### src/rtl/vga_scan_out.sv
// Raster scan generator and VGA output stage: sweeps the frame, hands the pixel
// coordinate to the renderer and registers sync/DE/RGB aligned to its returned colour.
module vga_scan_out #(
   parameter int          PIX_WIDTH    = 12,
   parameter int          H_ACTIVE     = 1280,
   parameter int          H_FP         = 48,
   parameter int          H_SYNC       = 112,
   parameter int          H_BP         = 248,
   parameter int          V_ACTIVE     = 1024,
   parameter int          V_FP         = 1,
   parameter int          V_SYNC       = 3,
   parameter int          V_BP         = 38,
   parameter bit          HS_POL       = 1'b1,
   parameter bit          VS_POL       = 1'b1,
   parameter int          DATA_LATENCY = 1,
   parameter logic [23:0] BG_COLOR     = 24'h000000
) (
   input  logic                 clk_i,
   input  logic                 rst_n_i,
   output logic [PIX_WIDTH-1:0] pix_x_o,
   output logic [PIX_WIDTH-1:0] pix_y_o,
   output logic                 pix_active_o,
   output logic                 frame_start_o,
   input  logic [23:0]          vga_data_i,
   input  logic                 vga_data_en_i,
   output logic                 vga_hs_o,
   output logic                 vga_vs_o,
   output logic                 vga_de_o,
   output logic [7:0]           vga_r_o,
   output logic [7:0]           vga_g_o,
   output logic [7:0]           vga_b_o
);

   localparam logic [PIX_WIDTH-1:0] H_LAST   = PIX_WIDTH'(H_ACTIVE + H_FP + H_SYNC + H_BP - 1);
   localparam logic [PIX_WIDTH-1:0] V_LAST   = PIX_WIDTH'(V_ACTIVE + V_FP + V_SYNC + V_BP - 1);
   localparam logic [PIX_WIDTH-1:0] H_ACT    = PIX_WIDTH'(H_ACTIVE);
   localparam logic [PIX_WIDTH-1:0] V_ACT    = PIX_WIDTH'(V_ACTIVE);
   localparam logic [PIX_WIDTH-1:0] HS_START = PIX_WIDTH'(H_ACTIVE + H_FP);
   localparam logic [PIX_WIDTH-1:0] HS_END   = PIX_WIDTH'(H_ACTIVE + H_FP + H_SYNC);
   localparam logic [PIX_WIDTH-1:0] VS_START = PIX_WIDTH'(V_ACTIVE + V_FP);
   localparam logic [PIX_WIDTH-1:0] VS_END   = PIX_WIDTH'(V_ACTIVE + V_FP + V_SYNC);

   typedef struct packed {
      logic hs;
      logic vs;
      logic act;
   } timing_t;

   logic [PIX_WIDTH-1:0] h_cnt_q, h_cnt_d, v_cnt_q, v_cnt_d;
   logic [PIX_WIDTH-1:0] pix_x_q, pix_y_q;
   logic                 frame_start_q;
   timing_t              tim_q, tim_dly;
   logic                 hs_q, vs_q, de_q;
   logic [23:0]          rgb_q;

   // NOTE: every combinational output gets a default first so no latch is inferred.
   always_comb begin
      h_cnt_d = h_cnt_q + 1'b1;
      v_cnt_d = v_cnt_q;
      if (h_cnt_q == H_LAST) begin
         h_cnt_d = '0;
         v_cnt_d = (v_cnt_q == V_LAST) ? '0 : v_cnt_q + 1'b1;
      end
   end

   // Counters lead the coordinate outputs by one clock so (0,0) is shown on the first edge.
   always_ff @(posedge clk_i or negedge rst_n_i) begin
      if (!rst_n_i) begin
         h_cnt_q       <= '0;
         v_cnt_q       <= '0;
         pix_x_q       <= '0;
         pix_y_q       <= '0;
         frame_start_q <= 1'b0;
         tim_q         <= '0;
      end else begin
         h_cnt_q       <= h_cnt_d;
         v_cnt_q       <= v_cnt_d;
         pix_x_q       <= h_cnt_q;
         pix_y_q       <= v_cnt_q;
         frame_start_q <= (h_cnt_q == '0) && (v_cnt_q == '0);
         tim_q.act     <= (h_cnt_q < H_ACT) && (v_cnt_q < V_ACT);
         tim_q.hs      <= (h_cnt_q >= HS_START) && (h_cnt_q < HS_END);
         tim_q.vs      <= (v_cnt_q >= VS_START) && (v_cnt_q < VS_END);
      end
   end

   generate
      if (DATA_LATENCY == 0) begin : g_no_dly
         assign tim_dly = tim_q;
      end else begin : g_dly
         timing_t dly_q [DATA_LATENCY];
         always_ff @(posedge clk_i or negedge rst_n_i) begin
            if (!rst_n_i) begin
               for (int i = 0; i < DATA_LATENCY; i++) dly_q[i] <= '0;
            end else begin
               dly_q[0] <= tim_q;
               for (int i = 1; i < DATA_LATENCY; i++) dly_q[i] <= dly_q[i-1];
            end
         end
         assign tim_dly = dly_q[DATA_LATENCY-1];
      end
   endgenerate

   // NOTE: sync pins reset to their inactive level, which depends on polarity, not to 0.
   always_ff @(posedge clk_i or negedge rst_n_i) begin
      if (!rst_n_i) begin
         hs_q  <= ~HS_POL;
         vs_q  <= ~VS_POL;
         de_q  <= 1'b0;
         rgb_q <= '0;
      end else begin
         hs_q  <= tim_dly.hs ? HS_POL : ~HS_POL;
         vs_q  <= tim_dly.vs ? VS_POL : ~VS_POL;
         de_q  <= tim_dly.act;
         if (!tim_dly.act)      rgb_q <= '0;
         else if (vga_data_en_i) rgb_q <= vga_data_i;
         else                    rgb_q <= BG_COLOR;
      end
   end

   assign pix_x_o       = pix_x_q;
   assign pix_y_o       = pix_y_q;
   assign pix_active_o  = tim_q.act;
   assign frame_start_o = frame_start_q;
   assign vga_hs_o      = hs_q;
   assign vga_vs_o      = vs_q;
   assign vga_de_o      = de_q;
   assign vga_r_o       = rgb_q[23:16];
   assign vga_g_o       = rgb_q[15:8];
   assign vga_b_o       = rgb_q[7:0];

endmodule

### config.mk
export PLATFORM = sky130hd
export DESIGN_NAME = vga_scan_out
export DESIGN_NICKNAME = d
export VERILOG_FILES = /design/src/rtl/vga_scan_out.sv
export SDC_FILE = /design/constraint.sdc
export NUM_CORES = 1
export LEC_CHECK = 0
export BUFFER_PORTS_ARGS = -buffer_cell sky130_fd_sc_hd__buf_4
export CAP_MARGIN = 20
export CORE_MARGIN = 2
export CORE_UTILIZATION = 52
export DETAILED_ROUTE_END_ITERATION = 7
export GPL_TIMING_DRIVEN = 0
export MAX_ROUTING_LAYER = met4
export PLACE_DENSITY_LB_ADDON = 0.3
export SYNTH_ARGS = -nofsm -noshare
export SYNTH_HDL_FRONTEND = slang
export SYNTH_SLANG_ARGS = --single-unit
### constraint.sdc
create_clock -name clk_i -period 3.65 [get_ports clk_i]
set_input_delay 0.365 -clock clk_i [delete_from_list [all_inputs] [get_ports clk_i]]
set_output_delay 0.365 -clock clk_i [all_outputs]
set_load 0.1 [all_outputs]
==> results.yml, run 1 <==
route:
  routed-via-count: 1997
  route.detailed.drc: 0
  wire_per_inst_um: 14.1
  ant_nets: 0
  via_per_inst: 5.20
  detailedRoute.firstIterationViolations: 114
  totalWireLength_mm: 5.43
  drt_pre_antenna_iters: 4
cts:
  clock_latency_late_sink_ns: 0.33
  cts-htree-levels: 3
  cts_root_buffer: "sky130_fd_sc_hd__clkbuf_8"
  cts_setup_buffers: 0
  cts_buf_count: 9
  hold_buffers: 0
  cts_tree: "built"
  clkTransAtPathRegs_ns: 0.07
  cts_sinks: 82
  cts.path.max_buffers: 2
  cts_resized: 0
die:
  die_h_um: 79.1
  die_wd_um: 79.1
  placementRows: 27
  placeableCoreArea_um2: 5470
  floorplan.io_pins: 80
  fp.dieArea_um2: 6260
  start_util_pct: 53.6
synthesis:
  synth.top_cells.by_area: "sky130_fd_sc_hd__dfrtp_1 (70%), sky130_fd_sc_hd__and3_1 (6.4%), sky130_fd_sc_hd__xor2_1 (2.4%)"
  synth_largest_type_area_fraction_pct: 70.0
  synth_enable_flop_cells: 0
  synth_fp_nets: 249
  synth_most_common_cell: "sky130_fd_sc_hd__dfrtp_1"
  synth.yosys.warnings: 0
  yosysTopAreaCell: "sky130_fd_sc_hd__dfrtp_1"
  async_flop_share_pct: 100
  ys_types: 33
  synth-seq-area-share_pct: 70.0
  post_synth_inst_count: 217
  avg_inst_size_synth_um2: 13.5
  flop_and_latch_count_out_of_synthesis: 82
  dominantRegCellSynth: "sky130_fd_sc_hd__dfrtp_1"
  post_syn_area_um2: 2930
  synth.top_cells.by_count: "sky130_fd_sc_hd__dfrtp_1 (82), sky130_fd_sc_hd__and3_1 (30), sky130_fd_sc_hd__nand3_1 (12), sky130_fd_sc_hd__nor2_1 (12), sky130_fd_sc_hd__nand4_1 (10)"
setup_path:
  worst_path_max_delay_cell: "sky130_fd_sc_hd__dfrtp_1"
  critical_path_buf_inv_count: 0
  max_stage_delay_ns: 0.49
  timing.critical_path.to_type: "register"
  crit_path_max_fanout: 8
  endpoint: "v_cnt_q[11]$_DFFE_PN0N_"
  critical_path.startpoint: "h_cnt_q[0]$_DFF_PN0_"
  ff2ff_path_depth: 5
  critical_path_required_ns: 3.86
  path_cells: "ha_1, nand4_1, nor3_4, nand4_1, mux2_1"
  timing.rr.end: "v_cnt_q[11]$_DFFE_PN0N_"
  worstSetupPathType: "reg -> reg"
  cp_num_cells: 5
  critical_path_arrival_ns: 2.24
  cell_seen_most_often_among_critical_path_stages: "sky130_fd_sc_hd__nand4_1"
  worst_setup_slack_for_register_to_register_paths_ns: 1.63
  startpoint_type_of_the_worst_setup_path: "register"
  crit_family: "simple AND/OR/NAND/NOR gates"
  r2r_start: "h_cnt_q[0]$_DFF_PN0_"
global_route:
  grt_antenna_before_repair: 0
  grt_pass1_wl_mm: 8.91
  grt_overflow_total: 0
  global_route.usage.total_pct: 19.3
  grt_pass1_vias: 1855
  grt_max_degree: 83
pwr:
  power_density_nw_per_um2: 444
  design_power_total_mw: 1.69
  peakVddDrop_mv: 0.235
  cellLeakagePower_nw: 2.00
timing:
  largest_clock_skew_in_the_final_design_ns: 0.00793
  worst_slew_pin_slew_ns: 0.955
  fin_worst_hold_slack_ns: 0.173
  final_report_max_slew_violation_count: 0
  setup_violations: 0
  rsz_0062_raised_after_global_routing: "false"
  slew-limit-headroom_pct: 36.3
  finalHoldViolations: 0
  fmax_mhz: 494
  totalNegativeSetupSlack_ns: 0
  post_route_fraction_of_the_period_consumed_by_the_critical_path_pct: 55.4
  final_period_minus_worst_setup_slack_ns: 2.02
run_status:
  status: "finished, final reports clean"
layout:
  final.fill_count: 408
  area_delta_synth_final_pct: 29.5
  stdcell_area_um2: 3800
  drive_gt1_share_pct: 32.1
  number_of_diodes: 0
  num-nets-final: 339
placed_design:
  place.gp.congestion: 0.824
  detailed_place.area_um2: 3620
  buffer_ports.inserted: 79
  place.detailed.hpwl_mm: 3.75
job:
  maxCapViolCount: 0
min_path:
  hold_path_class: "in -> async"
[state kept, by name (all words and copies together), names as in the netlist]
signal	count
vga_de_o	1
v_cnt_q	12
g_dly.dly_q	3
tim_q	2
pix_x_o	12
pix_y_o	12
vga_hs_o	1
frame_start_o	1
vga_vs_o	1
h_cnt_q	12
rgb_q	24
pix_active_o	1
[routing by layer]
layer / up-vias / track usage [%] / wire length (µm)
li1: 947 / - / -
met1: 965 / 24.9 / 2450
met2: 79 / 29.5 / 2510
met3: 6 / 4.66 / 399
met4: 0 / 8.28 / 65
met5: - / - / 0
[cells by family after synthesis]
kind of cell	share of synthesized area, %
AO/OA/AOI/OAI	2.60
XOR/XNOR	4.18
adder cells (fa/ha/maj)	2.13
buffers and inverters	1.83
flip-flops	70.0
multiplexers	1.11
AND/OR/NAND/NOR	18.2
[cell type report]
cell class	instances	area [µm²]	area share [%]
Buffer	8	31.3	0.824
Inverter	6	22.5	0.593
Multi-Input combinational cell	121	827	21.8
Sequential cell	82	2050	54.0
Timing Repair Buffer	79	593	15.6
Clock buffer	12	155	4.09
Tap cell	72	90.1	2.37
Clock inverter	4	26.3	0.692
[stage by stage]
stage | instances | setup WS, ns | util, %
final | 384 | 1.63 | 69.4
after detailed placement | 368 | 1.62 | 66.1
after global routing | 384 | 1.48 | 69.4
after floorplan | 217 | 1.84 | -
after global placement | 368 | 1.63 | 66.1
after CTS | 384 | 1.60 | 69.4
[cells in the final DEF, fill, tap and decap left out, types with 5 or more instances in the layout]
master	netlist	layout
sky130_fd_sc_hd__nor2_1	12	12
sky130_fd_sc_hd__o21ai_0	5	5
sky130_fd_sc_hd__nand4_1	10	10
sky130_fd_sc_hd__buf_4	0	79
sky130_fd_sc_hd__and3_1	30	30
sky130_fd_sc_hd__ha_1	5	5
sky130_fd_sc_hd__nand2_1	7	7
sky130_fd_sc_hd__xor2_1	8	8
sky130_fd_sc_hd__xnor2_1	6	6
sky130_fd_sc_hd__clkbuf_8	0	11
sky130_fd_sc_hd__clkbuf_1	7	8
sky130_fd_sc_hd__inv_1	6	6
sky130_fd_sc_hd__dfrtp_1	82	82
sky130_fd_sc_hd__nand3_1	12	12
[worst min path at each step]
stage / end / slack (ns) / cells after the start
after floorplan: frame_start_o$_DFF_PN0_ / 0.07 / 0
after global placement: vga_vs_o$_DFF_PN0_ / 0.33 / 0
after detailed placement: g_dly.dly_q[2]$_DFF_PN0_ / 0.34 / 0
after CTS: rgb_q[11]$_DFF_PN0_ / 0.21 / 1
after global routing: rgb_q[11]$_DFF_PN0_ / 0.26 / 1
final: rgb_q[11]$_DFF_PN0_ / 0.17 / 1
[report_power, final]
part / internal, mW / switching [mW] / total [mW]
logic: 0.0416 / 0.133 / 0.174
clock network: 0.284 / 0.304 / 0.587
registers: 0.921 / 0.00360 / 0.925
No activity file was read; power rests on OpenSTA's default activity.
==> inputs of run 2 (changes only) <==
--- a/config.mk
+++ b/config.mk
@@ -5,10 +5,11 @@
 export SDC_FILE = /design/constraint.sdc
 export NUM_CORES = 1
 export LEC_CHECK = 0
+export ABC_AREA = 1
 export BUFFER_PORTS_ARGS = -buffer_cell sky130_fd_sc_hd__buf_4
 export CAP_MARGIN = 20
 export CORE_MARGIN = 2
-export CORE_UTILIZATION = 52
+export CORE_UTILIZATION = 47
 export DETAILED_ROUTE_END_ITERATION = 7
 export GPL_TIMING_DRIVEN = 0
 export MAX_ROUTING_LAYER = met4
==> constraint.sdc (replaced) <==
create_clock -name clk_i -period 1.7 [get_ports clk_i]
set_input_delay 0.17 -clock clk_i [delete_from_list [all_inputs] [get_ports clk_i]]
set_output_delay 0.17 -clock clk_i [all_outputs]
set_load 0.1 [all_outputs]
==> run 2 against run 1 <==
Effect of this change: largest power group unchanged; setup slack got worse by 1.5 ns; critical path depth up 2; sequential power grew 110%; area after synthesis is 8.7% higher; clock skew is 0.0011 ns higher; core utilization down 7.7 points; critical path type unchanged; die area rose by 19%; first-iteration DRC count rose by 25%; via count up 20%; largest cell class unchanged; highest routed layer unchanged; clock power is 140% higher; critical endpoint is now v_cnt_q[10]$_DFFE_PN0N_.
==> results.yml, run 2 <==
timing:
  final_report_max_slew_violation_count: 0
  slew-limit-headroom_pct: 72.5
  final_period_minus_worst_setup_slack_ns: 1.57
  worst_slew_pin_slew_ns: 0.412
  largest_clock_skew_in_the_final_design_ns: 0.00901
  post_route_fraction_of_the_period_consumed_by_the_critical_path_pct: 92.6
  timing.final.ws_setup_ns: 0.126
  totalNegativeSetupSlack_ns: 0
  finalHoldViolations: 0
  fmax_mhz: 635
  setup_violations: 0
  rsz_0062_raised_after_global_routing: "false"
layout:
  layout_commonest_cell: "sky130_fd_sc_hd__dfrtp_1"
  final.fill_count: 563
  num-nets-final: 451
  final_core_utilization_pct: 61.7
  area_delta_synth_final_pct: 29.2
  stdcell_area_um2: 4120
  number_of_diodes: 0
  drive_gt1_share_pct: 26.4
  largest_reg_flops: 24
  largest_register: "rgb_q"
  layout_common_cells: "sky130_fd_sc_hd__dfrtp_1 (82), sky130_fd_sc_hd__buf_4 (80), sky130_fd_sc_hd__nand2_1 (60)"
cts:
  cts_sinks: 82
  cts_root_buffer: "sky130_fd_sc_hd__clkbuf_8"
  clock_latency_late_sink_ns: 0.36
  cts_buf_count: 9
  cts-htree-levels: 3
  cts.path.max_buffers: 2
  clkTransAtPathRegs_ns: 0.09
  cts_tree: "built"
setup_path:
  worst_path_max_delay_cell: "sky130_fd_sc_hd__dfrtp_1"
  startpoint_type_of_the_worst_setup_path: "register"
  worst_setup_slack_for_register_to_register_paths_ns: 0.13
  crit_family: "simple AND/OR/NAND/NOR gates"
  timing.critical_path.to_type: "register"
  path_cells: "inv_1, ha_1, inv_1, nor3b_1, nand3_1, nand3_1, nand2_1"
  worstSetupPathType: "reg -> reg"
  critical_path_arrival_ns: 1.82
  critical_path_required_ns: 1.94
  max_stage_delay_ns: 0.46
  critical_path_buf_inv_count: 2
  r2r_start: "v_cnt_q[1]$_DFFE_PN0N_"
  crit_path_max_fanout: 6
  cp_num_cells: 7
  timing.rr.end: "v_cnt_q[10]$_DFFE_PN0N_"
  ff2ff_path_depth: 7
route:
  route.detailed.drc: 0
  drt_pre_antenna_iters: 4
  routed-via-count: 2392
  wire_per_inst_um: 12.4
  ant_nets: 0
  via_per_inst: 4.75
  totalWireLength_mm: 6.27
  detailedRoute.firstIterationViolations: 142
pwr:
  peakVddDrop_mv: 0.356
  power_frac_seq_pct: 52.6
  power.share.switching_pct: 27.0
  switchingPower_mw: 1.02
  pwr-share-clk_pct: 37.0
  combPwrFrac_pct: 10.4
  design_power_total_mw: 3.77
  p_int_mw: 2.76
  power_density_nw_per_um2: 916
  cellLeakagePower_nw: 2.27
placed_design:
  buffer_ports.inserted: 79
  dp_slack_ns: 0.127
  detailed_place.area_um2: 3880
  place.detailed.hpwl_mm: 4.24
  place.gp.congestion: 0.829
synthesis:
  avg_inst_size_synth_um2: 9.78
  synth_most_common_cell: "sky130_fd_sc_hd__dfrtp_1"
  synth.top_cells.by_area: "sky130_fd_sc_hd__dfrtp_1 (64%), sky130_fd_sc_hd__nand2_1 (7.1%), sky130_fd_sc_hd__inv_1 (6.2%)"
  synth_fp_nets: 358
  dominantRegCellSynth: "sky130_fd_sc_hd__dfrtp_1"
  async_flop_share_pct: 100
  synth-seq-area-share_pct: 64.3
  synth_enable_flop_cells: 0
  post_synth_inst_count: 326
  synth.top_cells.by_count: "sky130_fd_sc_hd__dfrtp_1 (82), sky130_fd_sc_hd__nand2_1 (60), sky130_fd_sc_hd__inv_1 (53), sky130_fd_sc_hd__nor2_1 (53), sky130_fd_sc_hd__nand3_1 (19)"
  flop_and_latch_count_out_of_synthesis: 82
  post_syn_area_um2: 3190
  synth.yosys.warnings: 0
  synth_largest_type_area_fraction_pct: 64.3
  yosysTopAreaCell: "sky130_fd_sc_hd__dfrtp_1"
  ys_types: 27
die:
  die_wd_um: 86.4
  floorplan.io_pins: 80
  start_util_pct: 47.7
  placementRows: 30
  die_h_um: 86.4
  fp.dieArea_um2: 7460
  placeableCoreArea_um2: 6680
min_path:
  hold-path-endpoint: "rgb_q[5]$_DFF_PN0_"
  hold_path_class: "in -> reg"
  hold_path.startpoint: "vga_data_i[5]"
  hold-path-cell-count: 3
global_route:
  grt_pass1_wl_mm: 10.3
  global_route.usage.total_pct: 18.4
  grt_antenna_before_repair: 0
  grt_pass1_vias: 2267
  grt_overflow_total: 0
  grt_max_degree: 83
job:
  maxCapViolCount: 0
run_status:
  status: "finished, final reports clean"
## run 2: final cells by class
type                            count  area, µm²  area share, %
Buffer                              5       35.0          0.850
Clock buffer                       10        128           3.10
Clock inverter                      6       65.1           1.58
Inverter                           58        218           5.28
Multi-Input combinational cell    181        885           21.5
Sequential cell                    82       2050           49.8
Tap cell                           80        100           2.43
Timing Repair Buffer               82        638           15.5
## run 2: worst max-delay path by stage
stage,startpoint,endpoint
4_1_cts,v_cnt_q[1]$_DFFE_PN0N_,v_cnt_q[10]$_DFFE_PN0N_
6_report,v_cnt_q[1]$_DFFE_PN0N_,v_cnt_q[10]$_DFFE_PN0N_
3_5_place_dp,h_cnt_q[1]$_DFF_PN0_,h_cnt_q[10]$_DFF_PN0_
3_3_place_gp,h_cnt_q[1]$_DFF_PN0_,h_cnt_q[10]$_DFF_PN0_
5_1_grt,v_cnt_q[1]$_DFFE_PN0N_,v_cnt_q[3]$_DFFE_PN0N_
2_1_floorplan,v_cnt_q[0]$_DFFE_PN0N_,v_cnt_q[6]$_DFFE_PN0N_
## run 2: kinds of logic (layout without fill, tap and decap cells)
kind of cell	Yosys count	after routing	share of synthesized area (%)
and+or+nand+nor	152	152	20.5
DFF	82	82	64.3
buffers and inverters	63	161	7.92
AOI/OAI and AO/OA	15	15	2.82
xor gates and xnor gates	9	9	2.47
adders and majority gates	5	5	1.96
## run 2: worst reg2reg max path, delay by kind of cell (launching register included)
family,cells,cell delay (ns)
buffers and inverters,2,0.16
adders and majority gates,1,0.14
DFF,1,0.46
and+or+nand+nor,4,0.71
## run 2: metrics by stage
step	hold WS (ns)	instances
global route	0.0112	504
global placement	0.332	485
detailed placement	0.336	485
CTS	0.000497	501
floorplan	-0.126	326
finish	0.0173	504
## run 2: power by group through the flow
stage	Sequential, mW	Combinational, mW	Clock (mW)
2_1_floorplan	2.24	0.0286	0
3_3_place_gp	2.02	0.384	0
3_5_place_dp	2.02	0.385	0
4_1_cts	1.99	0.385	1.43
5_1_grt	1.99	0.415	1.51
6_report	1.98	0.392	1.40
## run 2: metal layers
layer	vias up	global-route usage (%)	routed length [µm]
met2	92	29.2	2900
met3	10	3.71	469
met1	1119	23.0	2800
li1	1171	-	-
met4	0	8.10	101
met5	-	-	0
## run 2: repair_timing
item,in CTS,in global routing
setup endpoints to repair,0,8
buffers inserted,0,1
hold buffers,0,1
resized for setup,0,0
hold endpoints to repair,0,82
